==> src/rtl/jtag_cfg_pkg.sv <==
// Shared types and field-layout helpers for the JTAG configuration data register.
package jtag_cfg_pkg;

    typedef enum logic [1:0] {
        OP_NOP       = 2'b00,
        OP_WRITE     = 2'b01,
        OP_READ      = 2'b10,
        OP_CLEAR_ERR = 2'b11
    } op_e;

    typedef enum logic [1:0] {
        ST_IDLE    = 2'b00,
        ST_REQ     = 2'b01,
        ST_WAIT_RD = 2'b10
    } state_e;

    localparam int OP_W = 2;

    // Total scan-path length: op + addr + data.
    function automatic int dr_width(input int addr_w, input int data_w);
        return OP_W + addr_w + data_w;
    endfunction

    // First bit of the address field.
    function automatic int addr_lsb();
        return OP_W;
    endfunction

    // First bit of the data field.
    function automatic int data_lsb(input int addr_w);
        return OP_W + addr_w;
    endfunction

endpackage

==> src/rtl/jtag_cfg_shreg.sv <==
// Capture/shift register of the configuration DR, LSB shifted out first.
module jtag_cfg_shreg
    import jtag_cfg_pkg::*;
#(
    parameter int ADDR_W = 32,
    parameter int DATA_W = 32
) (
    input  logic                                 clk,
    input  logic                                 reset,
    input  logic                                 capture,
    input  logic                                 shift,
    input  logic                                 tdi,
    input  logic [dr_width(ADDR_W, DATA_W)-1:0]  cap_data,
    output logic                                 so,
    output logic [OP_W-1:0]                      op,
    output logic [ADDR_W-1:0]                    addr,
    output logic [DATA_W-1:0]                    data
);

    localparam int DR_W     = dr_width(ADDR_W, DATA_W);
    localparam int ADDR_LSB = addr_lsb();
    localparam int DATA_LSB = data_lsb(ADDR_W);

    logic [DR_W-1:0] sr_q;
    logic [DR_W-1:0] sr_d;

    // Next scan value: capture beats shift.
    always_comb begin
        sr_d = sr_q;
        if (capture) begin
            sr_d = cap_data;
        end else if (shift) begin
            sr_d = {tdi, sr_q[DR_W-1:1]};
        end
    end

    // Scan register.
    always_ff @(posedge clk or posedge reset) begin
        if (reset) begin
            sr_q <= '0;
        end else begin
            sr_q <= sr_d;
        end
    end

    assign so   = sr_q[0];
    assign op   = sr_q[ADDR_LSB-1:0];
    assign addr = sr_q[DATA_LSB-1:ADDR_LSB];
    assign data = sr_q[DR_W-1:DATA_LSB];

endmodule

==> src/rtl/jtag_cfg_dr.sv <==
// JTAG user DR that turns a scanned {data, addr, op} command into one
// configuration-bus transaction and captures read data/status back.
module jtag_cfg_dr
    import jtag_cfg_pkg::*;
#(
    parameter int ADDR_W  = 32,
    parameter int DATA_W  = 32,
    parameter int TIMEOUT = 16
) (
    input  logic              clk,
    input  logic              reset,
    input  logic              dr_sel,
    input  logic              capture_en,
    input  logic              shift_en,
    input  logic              update_en,
    input  logic              tdi,
    output logic              so,
    output logic              cfg_req_valid,
    input  logic              cfg_req_ready,
    output logic              cfg_req_write,
    output logic [ADDR_W-1:0] cfg_req_addr,
    output logic [DATA_W-1:0] cfg_req_data,
    input  logic              cfg_rd_valid,
    input  logic [DATA_W-1:0] cfg_rd_data,
    output logic              busy,
    output logic              error
);

    localparam int DR_W  = dr_width(ADDR_W, DATA_W);
    localparam int CNT_W = $clog2(TIMEOUT + 1);

    // Strobe qualification with capture > shift > update priority.
    logic do_capture;
    logic do_shift;
    logic do_update;

    assign do_capture = dr_sel & capture_en;
    assign do_shift   = dr_sel & shift_en & ~capture_en;
    assign do_update  = dr_sel & update_en & ~capture_en & ~shift_en;

    logic [OP_W-1:0]   sh_op;
    logic [ADDR_W-1:0] sh_addr;
    logic [DATA_W-1:0] sh_data;
    logic [DR_W-1:0]   cap_data;
    op_e               cmd_op;

    state_e            state_q,      state_d;
    logic              req_valid_q,  req_valid_d;
    logic              req_write_q,  req_write_d;
    logic [ADDR_W-1:0] req_addr_q,   req_addr_d;
    logic [DATA_W-1:0] req_data_q,   req_data_d;
    logic [ADDR_W-1:0] last_addr_q,  last_addr_d;
    logic [DATA_W-1:0] rd_data_q,    rd_data_d;
    logic [CNT_W-1:0]  cnt_q,        cnt_d;
    logic              busy_q,       busy_d;
    logic              error_q,      error_d;
    logic [CNT_W-1:0]  cnt_inc;
    logic              set_err;
    logic              clr_err;

    assign cap_data = {rd_data_q, last_addr_q, error_q, busy_q};
    assign cmd_op   = op_e'(sh_op);
    assign cnt_inc  = cnt_q + CNT_W'(1);

    jtag_cfg_shreg #(
        .ADDR_W (ADDR_W),
        .DATA_W (DATA_W)
    ) u_shreg (
        .clk      (clk),
        .reset    (reset),
        .capture  (do_capture),
        .shift    (do_shift),
        .tdi      (tdi),
        .cap_data (cap_data),
        .so       (so),
        .op       (sh_op),
        .addr     (sh_addr),
        .data     (sh_data)
    );

    // Transaction FSM, request payload, timeout counter and sticky error.
    always_comb begin
        state_d     = state_q;
        req_write_d = req_write_q;
        req_addr_d  = req_addr_q;
        req_data_d  = req_data_q;
        last_addr_d = last_addr_q;
        rd_data_d   = rd_data_q;
        cnt_d       = cnt_q;
        set_err     = 1'b0;
        clr_err     = do_update && (cmd_op == OP_CLEAR_ERR);

        case (state_q)
            ST_IDLE: begin
                if (do_update && (cmd_op == OP_WRITE || cmd_op == OP_READ)) begin
                    state_d     = ST_REQ;
                    req_write_d = (cmd_op == OP_WRITE);
                    req_addr_d  = sh_addr;
                    req_data_d  = sh_data;
                    last_addr_d = sh_addr;
                end
            end
            ST_REQ: begin
                if (cfg_req_ready) begin
                    if (req_write_q) begin
                        state_d = ST_IDLE;
                    end else begin
                        state_d = ST_WAIT_RD;
                        cnt_d   = '0;
                    end
                end
            end
            ST_WAIT_RD: begin
                if (cfg_rd_valid) begin
                    rd_data_d = cfg_rd_data;
                    state_d   = ST_IDLE;
                end else begin
                    cnt_d = cnt_inc;
                    if (cnt_inc == CNT_W'(TIMEOUT)) begin
                        set_err = 1'b1;
                        state_d = ST_IDLE;
                    end
                end
            end
            default: begin
                state_d = ST_IDLE;
            end
        endcase

        // A transaction command arriving while one is in flight is dropped.
        if (state_q != ST_IDLE && do_update &&
            (cmd_op == OP_WRITE || cmd_op == OP_READ)) begin
            set_err = 1'b1;
        end

        // Clear takes precedence over a simultaneous set.
        if (clr_err) begin
            error_d = 1'b0;
        end else if (set_err) begin
            error_d = 1'b1;
        end else begin
            error_d = error_q;
        end

        // Registered status outputs follow the next state.
        req_valid_d = (state_d == ST_REQ);
        busy_d      = (state_d != ST_IDLE);
    end

    // State and request registers.
    always_ff @(posedge clk or posedge reset) begin
        if (reset) begin
            state_q     <= ST_IDLE;
            req_valid_q <= 1'b0;
            req_write_q <= 1'b0;
            req_addr_q  <= '0;
            req_data_q  <= '0;
            last_addr_q <= '0;
            rd_data_q   <= '0;
            cnt_q       <= '0;
            busy_q      <= 1'b0;
            error_q     <= 1'b0;
        end else begin
            state_q     <= state_d;
            req_valid_q <= req_valid_d;
            req_write_q <= req_write_d;
            req_addr_q  <= req_addr_d;
            req_data_q  <= req_data_d;
            last_addr_q <= last_addr_d;
            rd_data_q   <= rd_data_d;
            cnt_q       <= cnt_d;
            busy_q      <= busy_d;
            error_q     <= error_d;
        end
    end

    assign cfg_req_valid = req_valid_q;
    assign cfg_req_write = req_write_q;
    assign cfg_req_addr  = req_addr_q;
    assign cfg_req_data  = req_data_q;
    assign busy          = busy_q;
    assign error         = error_q;

endmodule

==> config.mk <==
export PLATFORM = sky130hd
export DESIGN_NAME = jtag_cfg_dr
export DESIGN_NICKNAME = d
export VERILOG_FILES = /design/src/rtl/jtag_cfg_pkg.sv /design/src/rtl/jtag_cfg_shreg.sv /design/src/rtl/jtag_cfg_dr.sv
export SDC_FILE = /design/constraint.sdc
export NUM_CORES = 1
export LEC_CHECK = 0
export ABC_AREA = 1
export ABC_CLOCK_PERIOD_IN_PS = 15520
export CELL_PAD_IN_SITES_DETAIL_PLACEMENT = 0
export CELL_PAD_IN_SITES_GLOBAL_PLACEMENT = 1
export CORE_ASPECT_RATIO = 2
export CORE_MARGIN = 3
export CORE_UTILIZATION = 53
export CTS_BUF_LIST = sky130_fd_sc_hd__clkbuf_16
export CTS_CLUSTER_DIAMETER = 80
export DETAILED_ROUTE_END_ITERATION = 8
export DONT_BUFFER_PORTS = 1
export MAX_ROUTING_LAYER = met4
export PLACE_DENSITY = 0.85
export SLEW_MARGIN = 10
export SYNTH_ARGS = -nofsm -noshare
export SYNTH_HDL_FRONTEND = slang
export SYNTH_SLANG_ARGS = --single-unit
==> constraint.sdc <==
create_clock -name clk -period 15.52 [get_ports clk]
set_input_delay 1.552 -clock clk [delete_from_list [all_inputs] [get_ports clk]]
set_output_delay 1.552 -clock clk [all_outputs]
set_load 0.1 [all_outputs]
==> results.txt, run 1 <==
vias per inst - 5.72
Avg Inst Size Synth - 10.3 um^2
most frequent cells in the layout - 173 x dfrtp_1, 77 x inv_1, 77 x nand2_1
Startpoint Class - register
Die Y - 171 um
largest family of logic cells by synthesized area - compound AO/OA/AOI/OAI gates
DRT iter0 DRCs - 248
DRT antenna net count - 0
utilization after layout - 0.591
Port Buffers - 0
Fill cells - 1126
DP Area - 7240 um^2
register bit total from synthesis - 173
CP Class - reg -> reg
residual DRC count - 0
vias in the first global route - 5017
Post-Synth Simple-Gate Area - 0.0932
synthesized area - 7240 um^2
root buffer cell - clkbuf_16
Die Footprint - 15200 um^2
clk buf depth - 2
Hold Buf Count CTS - 0
Final Cell Area - 7800 um^2
CTS H-tree depth - 4
I/O pin cnt - 110
Synth async-reset ratio - 1.00
GRT met1 Usage - 0.251
endpoint type of the worst setup path - register
DP Wirelength - 9400 um
post-synthesis mux area share - 0.0498
largest net degree at the start of global routing - 90
Worst-path clk slew - 0.07 ns
drt wl/cell - 17.4 um
Placer Congestion - 0.811
latest clock arrival within the worst-skew pair - 0.41 ns
RSZ-0062 raised after global routing - false
slew margin rel. - 0.289
number of nets in the layout - 728
Final period util - 0.213
number of sinks on the clock net - 173
ys flop type - dfrtp_1
Mapped Cells - 703
TritonCTS clock tree - done
grt total ovfl - 0
met2 Use GR - 0.344
Horiz. Die Dim - 88.6 um
Starting Density - 0.548
max_cap viols - 0
row cnt - 59
Post-synth EDFFs - 0
initial antenna violation count - 0
area grow syn2layout - 7.79%
share of cells above drive strength 1 - 0.142
most common cell after layout, fill and taps aside - dfrtp_1
grt met3 use - 0.0523
Post CTS Setup Buffer Count - 0
final WL - 14800 um
Final Hold Vio Count - 0
Adder-Cell Fraction of Synth Area - 0.00518
TritonRoute pass-1 iters - 4
Worst Path Required - 15.86 ns
first-pass GRT wire length - 24400 um
Compound-Gate Fraction of Synth Area - 0.179
Slew @ Worst Pin - 1.07 ns
Yosys Warn Count - 0
final setup violation count - 0
Setup TNS - 0 ns
ant diodes - 0
worst min-delay path class - reg -> reg
max frequency - 0.303 GHz
busiest grt layer - met2
Slew Viols, Final - 0
core box area - 13200 um^2
synth unique cells - 25
clock skew - 0.00970 ns
CTS buffer count - 17
XOR/XNOR Fraction of Synth Area - 0
Vias - 4847
sequential area share after synthesis - 0.598
Tot GR Track Use - 0.210
status - completed
post-CTS sizing - 0
Max Fanout on Critical Path - 41
data arrival time of the critical path - 3.64 ns
Final min period - 3.30 ns
total nets after synthesis - 747
[worst max-delay path, stage by stage, from the launching register on]
cell	delay (ns)
dfrtp_1	1.00
ha_1	0.37
nand3b_2	0.24
nor2_4	0.74
buf_4	0.60
nor2_1	0.12
a21oi_2	0.15
[cell type report]
cell class,instances,area (um^2),area share
multi-input cells,407,2370,0.304
inverters,79,302,0.0386
clock inverters,13,139,0.0178
well taps,152,190,0.0244
clock buffers,17,425,0.0545
flip-flops and latches,173,4330,0.555
repair buffers,6,45.0,0.00577
[registers in the layout, indices dropped and copies added, names as in the netlist]
name and cells:
last_addr_q 32, state_q 2, cnt_q 5, busy 1
u_shreg.sr_q 66, cfg_req_data 32, error 1, cfg_req_valid 1
rd_data_q 32, cfg_req_write 1
[final timing paths]
check | start | endpoint | slack [ns] | depth (start not counted)
min | rd_data_q[7]$_DFFE_PP0P_ | rd_data_q[7]$_DFFE_PP0P_ | 0.50 | 1
min in group asynchronous | reset | last_addr_q[15]$_DFFE_PP0P_ | 1.12 | 1
min reg2reg | rd_data_q[7]$_DFFE_PP0P_ | rd_data_q[7]$_DFFE_PP0P_ | 0.50 | 1
max in group asynchronous | reset | u_shreg.sr_q[54]$_DFFE_PP0P_ | 12.83 | 2
max | u_shreg.sr_q[0]$_DFFE_PP0P_ | last_addr_q[14]$_DFFE_PP0P_ | 12.22 | 6
max reg2reg | u_shreg.sr_q[0]$_DFFE_PP0P_ | last_addr_q[14]$_DFFE_PP0P_ | 12.22 | 6
[stage by stage]
step	instances	hold WS (ns)	setup slack, ns
after floorplan	703	0.474	9.28
after global placement	817	0.484	12.03
after detailed placement	817	0.494	11.97
after CTS	847	0.508	12.20
after global routing	847	0.524	12.00
final	847	0.505	12.22
[cell usage after synthesis (10+ instances only)]
cell type,number,area [um^2]
a21oi_1,42,210
a21oi_2,24,210
buf_2,15,75.1
clkbuf_1,14,52.6
dfrtp_1,173,4330
inv_1,79,297
mux2_2,32,360
nand2_1,78,293
nand3_1,10,50.1
nor2_1,70,263
o211ai_1,64,480
o21ai_0,71,355
[cell families (layout without fill, tap and decap cells)]
kind of cell / Yosys count / after routing
buf+inv: 123 / 115
flops: 173 / 173
simple gates: 166 / 166
fa+ha+maj: 3 / 3
mux: 32 / 32
compound gates: 206 / 206
[layer usage]
layer	wire [um]	share of wire
met5	0	0
met4	335	0.023
met3	727	0.049
met2	7670	0.52
met1	6040	0.41
Power of run 1 is left out: the tool's default activity adds up to more than one toggle a clock period on the data nets, which glitch-free logic cannot reach.
==> inputs of run 2 (changes only) <==
- ABC_CLOCK_PERIOD_IN_PS: 15520 -> 2900
- CORE_UTILIZATION: 53 -> 44
- PLACE_DENSITY: 0.85 -> 0.76
- clock period: 15.52 -> 2.9 ns (I/O delays scaled with it)
==> results.txt, run 2 (same netlist as run 1, synthesis figures left out) <==
status - completed
TritonRoute pass-1 iters - 5 (+1)
worst-path cell chain - inv_1 -> ha_1 -> nand3b_2 -> nor2_4 -> buf_4 -> nor2_1 -> a21oi_1
latest clock arrival within the worst-skew pair - 0.42 ns (about the same)
DRT iter0 DRCs - 278 (+12%)
hold_sp - cfg_rd_data[3]
Final Hold Vio Count - 0 (unchanged)
DRT antenna net count - 0 (unchanged)
grt met3 use - 0.0426 (-0.00970)
area grow syn2layout - 12.3%
CTS H-tree depth - 4 (unchanged)
Placer Congestion - 0.774 (-4.6%)
first-pass GRT wire length - 26400 um (+8.2%)
Die Y - 187 um (+9.4%)
CP max stage cell - buf_4
CTS buffer count - 17 (unchanged)
Critical R2R Capture - last_addr_q[18]$_DFFE_PP0P_
Critical path destination - last_addr_q[18]$_DFFE_PP0P_
Worst Path Required - 3.23 ns (-12.63 ns)
slew margin rel. - 0.329 (+0.0406)
reg2reg path depth - 7 (+1)
Setup TNS - 0 ns (unchanged)
Finished Layout Cells - 922 (+8.9%)
Worst R2R Start - u_shreg.sr_q[1]$_DFFE_PP0P_
data arrival time of the critical path - 2.26 ns (-1.38 ns)
Critical Path Source - u_shreg.sr_q[1]$_DFFE_PP0P_
vias in the first global route - 5113 (+1.9%)
Final period util - 0.663 (+0.451)
share of cells above drive strength 1 - 0.153 (+0.0101)
number of sinks on the clock net - 173 (unchanged)
CP Class - reg -> reg
flop-to-flop setup slack - 0.98 ns (-11.24 ns)
DP Area - 7420 um^2 (+2.6%)
initial antenna violation count - 0 (unchanged)
Starting Density - 0.454 (-0.0937)
Port Buffers - 0 (unchanged)
ant diodes - 0 (unchanged)
max_cap viols - 0 (unchanged)
number of nets in the layout - 752 (+3.3%)
clock skew - 0.0102 ns (+0.000515 ns)
grt total ovfl - 0 (unchanged)
root buffer cell - clkbuf_16
DP Wirelength - 10400 um (+10%)
vias per inst - 5.35 (-6.6%)
most common cell after layout, fill and taps aside - dfrtp_1
Final Cell Area - 8130 um^2 (+4.2%)
busiest grt layer - met2
most frequent cells in the layout - 173 x dfrtp_1, 79 x inv_1, 77 x nand2_1
Tot GR Track Use - 0.185 (-0.0252)
final setup violation count - 0 (unchanged)
Slew @ Worst Pin - 1.00 ns (-0.0630 ns)
crit-path max cell delay - 0.51 ns (-0.49 ns)
RSZ-0062 raised after global routing - false
GRT met1 Usage - 0.210 (-0.0415)
Horiz. Die Dim - 96.7 um (+9.1%)
row cnt - 65 (+10%)
final WL - 15600 um (+5.8%)
Slew Viols, Final - 0 (unchanged)
Worst-path clk slew - 0.06 ns (about the same)
clk buf depth - 2 (unchanged)
met2 Use GR - 0.323 (-0.0211)
Vias - 4929 (+1.7%)
Die Footprint - 18100 um^2 (+19%)
post-CTS sizing - 0 (unchanged)
max reg flops - 66 (unchanged)
Final min period - 1.92 ns (-1.38 ns)
drt wl/cell - 17.0 um (-2.8%)
Placed Instances - 876 (+7.2%)
Top reg by flops - u_shreg.sr_q
I/O pin cnt - 110 (unchanged)
endpoint type of the worst setup path - register
TritonCTS clock tree - done
core box area - 15900 um^2 (+21%)
worst min-delay path class - in -> reg
Startpoint Class - register
residual DRC count - 0 (unchanged)
largest net degree at the start of global routing - 74 (-18%)
Max Fanout on Critical Path - 58 (+41%)
utilization after layout - 0.510 (-0.0806)
max frequency - 0.520 GHz (+72%)
## run 2: cell types whose count changed in the layout (fill, tap and decap cells not counted), sizes merged
cell,before,now
bufinv,2,1
dlygate4sd3,0,14
buf,6,16
inv,83,85
clkinvlp,4,3
clkinv,3,5
## run 2: through the flow
step / worst slack, ns / hold slack (ns)
after floorplan: 0.399 / 0.440
after global placement: 1.05 / 0.407
after detailed placement: 0.977 / 0.423
after CTS: 0.966 / 0.000394
after global routing: 0.771 / 0.000122
final: 0.976 / 0.0220
## run 2: cell type report
class | count | area, um^2
tap | 201 | 251
clock buffer | 17 | 425
multi-input combinational | 407 | 2370
inverter | 79 | 300
fill | 1467 | 7810
clock inverter | 15 | 139
timing repair buffer | 30 | 310
sequential | 173 | 4330
## run 2: layer usage
| metal | wire length [um] | vias up |
|---|---|---|
| li1 | - | 2360 |
| met1 | 6200 | 2428 |
| met2 | 8540 | 129 |
| met3 | 687 | 12 |
| met4 | 197 | 0 |
| met5 | 0 | - |
## run 2: worst min-delay path by stage
stage                                               to  cells past startpoint  slack (ns)
after global placement    u_shreg.sr_q[20]$_DFFE_PP0P_                      1        0.41
final                         rd_data_q[3]$_DFFE_PP0P_                      1        0.02
after CTS                    rd_data_q[14]$_DFFE_PP0P_                      1      0.0004
after detailed placement   last_addr_q[17]$_DFFE_PP0P_                      1        0.42
after floorplan              rd_data_q[30]$_DFFE_PP0P_                      1        0.44
after global routing         rd_data_q[18]$_DFFE_PP0P_                      1      0.0001
## run 2: worst max-delay path: cells and delay by family (launching register included)
kind,cells,cell delay (ns)
buffers and inverters,2,0.57
adder cells (fa/ha/maj),1,0.26
AO/OA/AOI/OAI,1,0.17
AND/OR/NAND/NOR,3,0.44
flip-flops,1,0.37
## run 2: timing repair
| action | CTS | global route |
|---|---|---|
| hold buffers | 12 | 2 |
| hold endpoints to repair | 45 | 2 |
| setup endpoints to repair | 0 | 0 |
| setup buffers | 0 | 0 |
Power of run 2 is left out for the same reason.
